## src/rtl/dense_engine.sv

```systemverilog
// Sequential fully-connected layer: one multiply-accumulate per cycle against an external weight memory,
// followed by a Q-format rescale, saturation and a selectable activation. Define DENSE_ENGINE_BIAS_EN for per-neuron bias words.
module dense_engine #(
  parameter int IN_SIZE   = 42,
  parameter int OUT_SIZE  = 24,
  parameter int DATA_W    = 16,
  parameter int WEIGHT_W  = 16,
  parameter int FRAC_BITS = 8,
`ifdef DENSE_ENGINE_BIAS_EN
  localparam int STRIDE   = IN_SIZE + 1,
`else
  localparam int STRIDE   = IN_SIZE,
`endif
  localparam int AW       = (OUT_SIZE * STRIDE > 1) ? $clog2(OUT_SIZE * STRIDE) : 1
) (
  input  logic                         clk,
  input  logic                         rst,
  input  logic                         start,
  input  logic [1:0]                   act_mode,
  input  logic [IN_SIZE*DATA_W-1:0]    in_data,
  output logic [AW-1:0]                w_addr,
  input  logic [WEIGHT_W-1:0]          w_rdata,
  output logic                         busy,
  output logic                         done,
  output logic [OUT_SIZE*DATA_W-1:0]   out_data
);

  localparam int PROD_W = DATA_W + WEIGHT_W;
  localparam int ACC_W  = DATA_W + WEIGHT_W + $clog2(IN_SIZE + 1) + 1;
  localparam int JW     = $clog2(STRIDE + 1);
  localparam int NW     = $clog2(OUT_SIZE + 1);

  localparam logic signed [DATA_W-1:0] D_MAX     = {1'b0, {(DATA_W-1){1'b1}}};
  localparam logic signed [DATA_W-1:0] D_MIN     = {1'b1, {(DATA_W-1){1'b0}}};
  localparam logic signed [DATA_W-1:0] ONE_Q     = DATA_W'(2 ** FRAC_BITS);
  localparam logic signed [DATA_W-1:0] NEG_ONE_Q = -ONE_Q;
  localparam logic signed [DATA_W:0]   ONE_X     = (DATA_W+1)'(2 ** FRAC_BITS);
  localparam logic signed [DATA_W:0]   HALF_X    = (DATA_W+1)'((2 ** FRAC_BITS) / 2);

  typedef enum logic [2:0] {
    IDLE,
    MAC,
    DRAIN,
    FINAL,
    DONE
  } state_e;

  state_e state_q, state_d;

  logic                          acceptStart;
  logic                          issue;
  logic                          finalize;

  logic [IN_SIZE*DATA_W-1:0]     inData_q;
  logic [1:0]                    actMode_q;
  logic signed [ACC_W-1:0]       acc_q, acc_d;
  logic [JW-1:0]                 j_q;
  logic [JW-1:0]                 prevJ_q;
  logic                          prevValid_q;
  logic [NW-1:0]                 neuron_q;
  logic [AW-1:0]                 addr_q;
  logic [OUT_SIZE*DATA_W-1:0]    outData_q, outData_d;

  logic signed [DATA_W-1:0]      xSel;
  logic signed [WEIGHT_W-1:0]    wSigned;
  logic signed [PROD_W-1:0]      prod;
  logic signed [ACC_W-1:0]       term;
  logic signed [ACC_W-1:0]       shifted;
  logic signed [DATA_W-1:0]      satR;
  logic signed [DATA_W-1:0]      quarter;
  logic signed [DATA_W:0]        hsSum;
  logic signed [DATA_W-1:0]      actOut;

  always_ff @(posedge clk) begin
    if (rst) begin
      state_q <= IDLE;
    end else begin
      state_q <= state_d;
    end
  end

  always_comb begin
    state_d = state_q;
    case (state_q)
      IDLE:    if (start) state_d = MAC;
      MAC:     if (j_q == JW'(STRIDE - 1)) state_d = DRAIN;
      DRAIN:   state_d = FINAL;
      FINAL:   state_d = (neuron_q == NW'(OUT_SIZE - 1)) ? DONE : MAC;
      DONE:    state_d = IDLE;
      default: state_d = IDLE;
    endcase
  end

  always_comb begin
    busy        = 1'b0;
    done        = 1'b0;
    acceptStart = 1'b0;
    issue       = 1'b0;
    finalize    = 1'b0;
    case (state_q)
      IDLE:  acceptStart = start;
      MAC: begin
        busy  = 1'b1;
        issue = 1'b1;
      end
      DRAIN: busy = 1'b1;
      FINAL: begin
        busy     = 1'b1;
        finalize = 1'b1;
      end
      DONE:  done = 1'b1;
      default: ;
    endcase
  end

  assign w_addr   = issue ? addr_q : '0;
  assign out_data = outData_q;

  // Weight data lags its address by one cycle, so the product uses the previous cycle's column index.
  always_comb begin
    xSel = '0;
    for (int i = 0; i < IN_SIZE; i++) begin
      if (prevJ_q == JW'(i)) xSel = inData_q[i*DATA_W +: DATA_W];
    end
  end

  assign wSigned = w_rdata;
  assign prod    = PROD_W'(xSel) * PROD_W'(wSigned);

  always_comb begin
    term = ACC_W'(prod);
`ifdef DENSE_ENGINE_BIAS_EN
    if (prevJ_q == JW'(IN_SIZE)) term = ACC_W'(wSigned) <<< FRAC_BITS;
`endif
  end

  always_comb begin
    acc_d = acc_q;
    if (acceptStart || finalize) begin
      acc_d = '0;
    end else if (prevValid_q) begin
      acc_d = acc_q + term;
    end
  end

  assign shifted = acc_q >>> FRAC_BITS;

  always_comb begin
    if (shifted > ACC_W'(D_MAX)) begin
      satR = D_MAX;
    end else if (shifted < ACC_W'(D_MIN)) begin
      satR = D_MIN;
    end else begin
      satR = shifted[DATA_W-1:0];
    end
  end

  assign quarter = satR >>> 2;
  assign hsSum   = (DATA_W+1)'(quarter) + HALF_X;

  // Widened sum keeps the sigmoid offset from wrapping before it is clamped.
  always_comb begin
    case (actMode_q)
      2'd1: actOut = satR[DATA_W-1] ? '0 : satR;
      2'd2: begin
        if (hsSum[DATA_W]) begin
          actOut = '0;
        end else if (hsSum > ONE_X) begin
          actOut = ONE_Q;
        end else begin
          actOut = hsSum[DATA_W-1:0];
        end
      end
      2'd3: begin
        if (satR > ONE_Q) begin
          actOut = ONE_Q;
        end else if (satR < NEG_ONE_Q) begin
          actOut = NEG_ONE_Q;
        end else begin
          actOut = satR;
        end
      end
      default: actOut = satR;
    endcase
  end

  always_comb begin
    outData_d = outData_q;
    for (int o = 0; o < OUT_SIZE; o++) begin
      if (neuron_q == NW'(o)) outData_d[o*DATA_W +: DATA_W] = actOut;
    end
  end

  always_ff @(posedge clk) begin
    if (rst) begin
      inData_q    <= '0;
      actMode_q   <= '0;
      acc_q       <= '0;
      j_q         <= '0;
      prevJ_q     <= '0;
      prevValid_q <= 1'b0;
      neuron_q    <= '0;
      addr_q      <= '0;
      outData_q   <= '0;
    end else begin
      acc_q       <= acc_d;
      prevValid_q <= issue;
      prevJ_q     <= j_q;
      if (acceptStart) begin
        inData_q  <= in_data;
        actMode_q <= act_mode;
        j_q       <= '0;
        neuron_q  <= '0;
        addr_q    <= '0;
      end else begin
        if (issue) begin
          addr_q <= addr_q + AW'(1);
          j_q    <= (j_q == JW'(STRIDE - 1)) ? '0 : j_q + JW'(1);
        end
        if (finalize) begin
          neuron_q  <= neuron_q + NW'(1);
          outData_q <= outData_d;
        end
      end
    end
  end

endmodule

```

## config.mk

```make
export PLATFORM = sky130hd
export DESIGN_NAME = dense_engine
export DESIGN_NICKNAME = d
export VERILOG_FILES = /design/src/rtl/dense_engine.sv
export SDC_FILE = /design/constraint.sdc
export NUM_CORES = 2
export LEC_CHECK = 0
export CAP_MARGIN = 30
export CORE_AREA = 5 5 422 424
export CTS_CLUSTER_DIAMETER = 30
export DETAILED_ROUTE_END_ITERATION = 16
export DIE_AREA = 0 0 427 429
export PLACE_DENSITY = 0.58
export REMOVE_ABC_BUFFERS = 1
export SLEW_MARGIN = 25
export SYNTH_ARGS = -nofsm -noshare
export SYNTH_HDL_FRONTEND = slang
export SYNTH_SLANG_ARGS = --single-unit
```

## constraint.sdc

```tcl
create_clock -name clk -period 20.6 [get_ports clk]
set_input_delay 3.09 -clock clk [delete_from_list [all_inputs] [get_ports clk]]
set_output_delay 3.09 -clock clk [all_outputs]
set_load 0.03 [all_outputs]
```

# Yosys cells after proc, flatten, opt, wreduce, memory -nomap -nowiden
# Cells that the tools add are included.
dict set report totals {
  out_inout_bits 396
  elab_cells 212
  register_bits 1128
}
dict set report op_classes {
  reduce_logical 32
  magnitude_cmp 5
  n_mul 1
  n_addsub 5
  mux 61
  bitwise 1
  n_eq_ne 74
}
# operator n
set ops {}
lappend ops {{$mux 16} 48}
lappend ops {{$eq 6x5->1 const B} 16}
lappend ops {{$reduce_and 3->1} 24}
lappend ops {{$eq 6x6->1 const B} 11}
lappend ops {{$eq 6x4->1 const B} 8}
lappend ops {{$pmux 16 s3} 1}
lappend ops {{$eq 5x4->1 const B} 8}
lappend ops {{$eq 5x5->1 const B} 8}
lappend ops {{$add 39x32->39} 1}
lappend ops {{$mul 16x16->32} 1}
lappend ops {{$gt 31x16->1 const B} 1}
lappend ops {{$lt 31x16->1 const B} 1}
lappend ops {{$eq 6x3->1 const B} 4}
lappend ops {{$eq 5x3->1 const B} 4}
lappend ops {{$gt 16x10->1 const B} 1}
lappend ops {{$lt 16x9->1 const B} 1}
lappend ops {{$add 14x9->15 const B} 1}
lappend ops {{$gt 15x10->1 const B} 1}
lappend ops {{$mux 15} 1}
lappend ops {{$eq 6x2->1 const B} 2}
lappend ops {{$pmux 3 s4} 1}
lappend ops {{$add 10x1->10 const B} 1}
lappend ops {{$eq 5x2->1 const B} 2}
lappend ops {{$mux 10} 1}
lappend ops {{21 further kinds} 31}

# Longest topological paths before layout
dict set report depth {
  ltp_word 45
  depth_mapped 38
}

# Worst setup path before layout
# OpenSTA, ideal clock, no wires.
dict set report synth_timing {
  path_kind {input -> register}
  from {in w_rdata[1]}
  to {reg acc_q[38]}
  path_slack_ns 11.818
  stages 22
  arrival_ns 8.665
  cell_sequence {clkbuf_1 nand2_1 fa_1 inv_1 fa_1 fa_1 fa_1 fa_1 inv_1 fa_1 inv_1 ha_1 nand3_1 o21ba_2 o21ai_0 nor2_1 a31oi_1 o31ai_1 nor4_1 nor3_1 xnor2_1 o21ai_1}
}
dict set report synth_via {
  elab_chain_cells 2
}
# item line
set synth_rtl {}
lappend synth_rtl {{start: declaration} 22} ;# input logic [WEIGHT_W-1:0] w_rdata,
lappend synth_rtl {{$mul 16x16->32} 128} ;# assign prod = PROD_W'(xSel) * PROD_W'(wSigned);
lappend synth_rtl {{$add 39x32->39} 142} ;# acc_d = acc_q + term;
lappend synth_rtl {{end signal: assignment} 198} ;# acc_q <= '0;
lappend synth_rtl {{end signal: assignment} 206} ;# acc_q <= acc_d;
lappend synth_rtl {{end: declaration} 56} ;# logic signed [ACC_W-1:0] acc_q, acc_d;
# No other way between the ends.
# A chain may end at the register's enable or synchronous reset.

# Final worst setup path
dict set report layout_timing {
  from {reg prevJ_q[2]}
  to {reg acc_q[32]}
}
dict set report layout_via {
  elab_chain_cells 45
  word_cells_on_any_way 86
  cone_classes {1 x add/sub; 1 x mul; 41 x eq/ne; 42 x mux; 1 x reduce/logical}
}
# item line
set layout_rtl {}
lappend layout_rtl {{start: declaration} 58} ;# logic [JW-1:0] prevJ_q;
lappend layout_rtl {{start signal: assignment} 208} ;# prevJ_q <= j_q;
lappend layout_rtl {{$logic_not 6->1} 123} ;# if (prevJ_q == JW'(i)) xSel = inData_q[i*DATA_W +: DATA_W];
lappend layout_rtl {{$mux 16 (41 in a row)} 123}
lappend layout_rtl {{$mux 16 (*)} 123}
lappend layout_rtl {{$mul 16x16->32 (*)} 128}
lappend layout_rtl {{$add 39x32->39 (*)} 142}
# Every way passes the cells marked *; elsewhere a longest branch is shown, timed or not.

==> metrics.cfg <==
[sta]
grt_setup_unrepaired = no
timing.setup.tns_ps = 0
fin_hold_ws_ps = 450
finalSetupViolCount = 0
period_needed_ps = 10810
fin_worst_skew_ps = 84.1
fmax_ghz = 0.0925
layout_worst_path_cycle_share_pct = 52.5
slew-limit-headroom_pct = 26.4
timing.final.max_slew_violations = 0
setup_ws_ps = 9790
report.final.hold_viol_count = 0
worst_slew_pin_slew_ps = 1100

[route]
detail-route-antenna-nets = 0
viasPerCell = 5.24
totalWireLength_mm = 264
wl_per_cell_um = 25.2
drt_first_pass_iters = 8
dr.first_iter.drc_count = 4870
drc = 0
route.vias.total = 55000

[finish]
area_growth_pct = 41.1
multi_input_area_um2 = 31100
final_common_cell = nand2_1
footprint_of_the_flip_flops_and_latches_um2 = 22600
final_layout_size_suffix_gt1_share_pct = 10.8
final.fill_count = 16700
stdcell_area_um2 = 80400
number_of_cells_in_the_finished_layout_apart_from_fillers = 10500
layout.core_utilization_pct = 46.4
final_net_count = 9037
most_frequent_cells_in_the_layout = nand2_1 (1,778), dfxtp_1 (1,125), clkdlybuf4s50_1 (1,087), a21oi_1 (859), nor2_1 (488)

[clock_network]
root_buffer = clkbuf_16
clock_buffers_created_by_tritoncts = 308
worstSkewPairLatency_ps = 910
post-cts-setup-buffers = 0
number_of_buffers_between_clock_root_and_the_deepest_sink = 4
tritoncts = built
postCtsResizedCells = 0
clk_pin_slew_ps = 40
ctsHoldBuffers = 0
h-tree-depth = 5
numClockSinks = 1128

[worst_setup_path]
setup.worst_path.class = flip-flop to flip-flop
worst-endpoint-arrival_ps = 11530
crit-reg2reg-capture = acc_q[32]
cpMaxStageDelayCell = nand4bb_1
cp_max_fo = 20
cell_seen_most_often_among_critical_path_stages = fa_1
r2r-start = prevJ_q[2]
slowest_delay_ps = 910
worst-r2r-cell-count = 33
critical_path.startpoint_type = flip-flop
data_required_time_of_the_worst_path_ps = 21320
ff2ff_setup_slack_ps = 9790
timing.critical_path.to_type = flip-flop

[run]
drv_cap = 0

[floorplan]
design.die.area_um2 = 183000
core_region_area_um2 = 173000
die-height_um = 429
placement_rows = 153
die-width_um = 427
io_pins = 1089
initial_utilization_pct = 32.8

[min_path]
hold_path_end = inData_q[202]
worst_hold_depth = 2
min-delay-start = inData_q[202]
hp-class = flip-flop to flip-flop

[power_and_ir_drop]
sw_frac_of_total_pct = 37.8
internal_power_mw = 6.73
irDropWorstVdd_mv = 0.304
power.sequential.fraction_pct = 22.0
p_comb_share_pct = 34.6
total_leakage_power_nw = 31.2
power.clock.fraction_pct = 43.4
net-switching-power_mw = 4.08
power.density_nw_per_um2 = 134
p_total_mw = 10.8

[yosys]
netlist_area_um2 = 57000
postSynth.asyncResetShare_pct = 0
post_synth.cell_area_avg_um2 = 8.29
yosysSeqAreaShare_pct = 39.6
yosys_most_used_dff = dfxtp_1
synthCells = 6871
flops_latches_synth = 1128
yosysWarnings = 0
synth-edff-count = 0
post_synth_num_cell_types = 93

[placement]
pre_cts_slack_ps = 10070
placedCellCount = 9898
io_buffers = 1088
hpwlAfterDp_mm = 196
replace_congestion = 0.932
placed_area_um2 = 69900

[global_routing]
grt_max_degree = 234
grt_antenna_before_repair = 54
number_of_global_route_vias_before_repair = 54800
track_usage_pct = 27.8
globalRoute.totalOverflow = 0
grt_first_pass_wirelength_mm = 378

[run_status]
outcome = finished clean

[area by class of cell]
class,instances,share of cell area [%]
Multi-Input combinational cell,4864,38.7
Sequential cell,1128,28.1
Timing Repair Buffer,1220,15.1
Clock buffer,401,10.7
Tap cell,2325,3.62
Clock inverter,136,1.90
Inverter,373,1.74
Antenna cell,37,0.115
[worst max path at each step]
| stage | cells after the start | end | slack [ps] | from |
|---|---|---|---|---|
| 2_1_floorplan | 5 | acc_q[28] | -34370 | start |
| 3_3_place_gp | 31 | acc_q[37] | 9760 | prevJ_q[3] |
| 3_5_place_dp | 33 | acc_q[37] | 10070 | prevJ_q[3] |
| 4_1_cts | 31 | acc_q[37] | 10020 | prevJ_q[3] |
| 5_1_grt | 33 | acc_q[37] | 9580 | prevJ_q[3] |
| 6_report | 33 | acc_q[32] | 9790 | prevJ_q[2] |
[critical path, delay by kind of cell (launching register included)]
kind | cells | cell delay (ps)
DFF | 1 | 760
xor gates and xnor gates | 1 | 150
AOI/OAI and AO/OA | 12 | 3150
buffers and inverters | 6 | 530
adders and majority gates | 7 | 3390
and+or+nand+nor | 7 | 2620
[sequential cells by signal, summed over array words and instances, names as in the netlist]
signal	count
acc_q	39
actMode_q	2
addr_q	10
inData_q	672
j_q	6
neuron_q	5
out_data	384
prevJ_q	6
prevValid_q	1
state_q	3
[power groups by stage]
stage	Combinational, mW	Clock (mW)	Sequential (mW)
finish	3.74	4.69	2.37
detailed placement	3.74	0	2.41
global route	4.04	4.87	2.38
global placement	3.67	0	2.41
CTS	3.77	4.74	2.37
floorplan	2.29	0	2.37
[Yosys cell counts, drive strengths merged, types with 12 or more instances]
cell	count	share of area, %
a2111oi	15	0.26
a211oi	261	4.7
a21o	13	0.17
a21oi	866	7.6
a221oi	26	0.40
a222oi	24	0.42
a22o	20	0.31
a22oi	158	2.1
a31oi	13	0.16
and2	166	1.8
and3	48	0.53
buf	78	0.90
clkbuf	428	2.8
dfxtp	1128	40
fa	326	11
ha	123	2.7
inv	372	2.5
mux2i	34	0.60
nand2	1778	12
nand2b	20	0.22
nand3	40	0.35
nand4	27	0.30
nor2	516	3.5
nor2b	40	0.44
nor3	81	0.71
nor4	12	0.14
o21ai	56	0.51
o22ai	18	0.20
xnor2	37	0.57
xor2	18	0.28
[cells by family after synthesis]
logic type,share of synthesized area [%]
compound gates,18.0
xor+xnor,0.846
fa+ha+maj,14.2
buf+inv,6.17
flops,39.6
mux,0.775
simple gates,20.4
[routing by layer]
metal,GRT usage (%),up-vias,wire length [um]
li1,-,24900,-
met3,7.73,576,23300
met4,15.0,10,14500
met2,44.5,2384,123000
met1,33.7,27000,103000
met5,0,-,67
No activity file was read; power rests on OpenSTA's default activity.
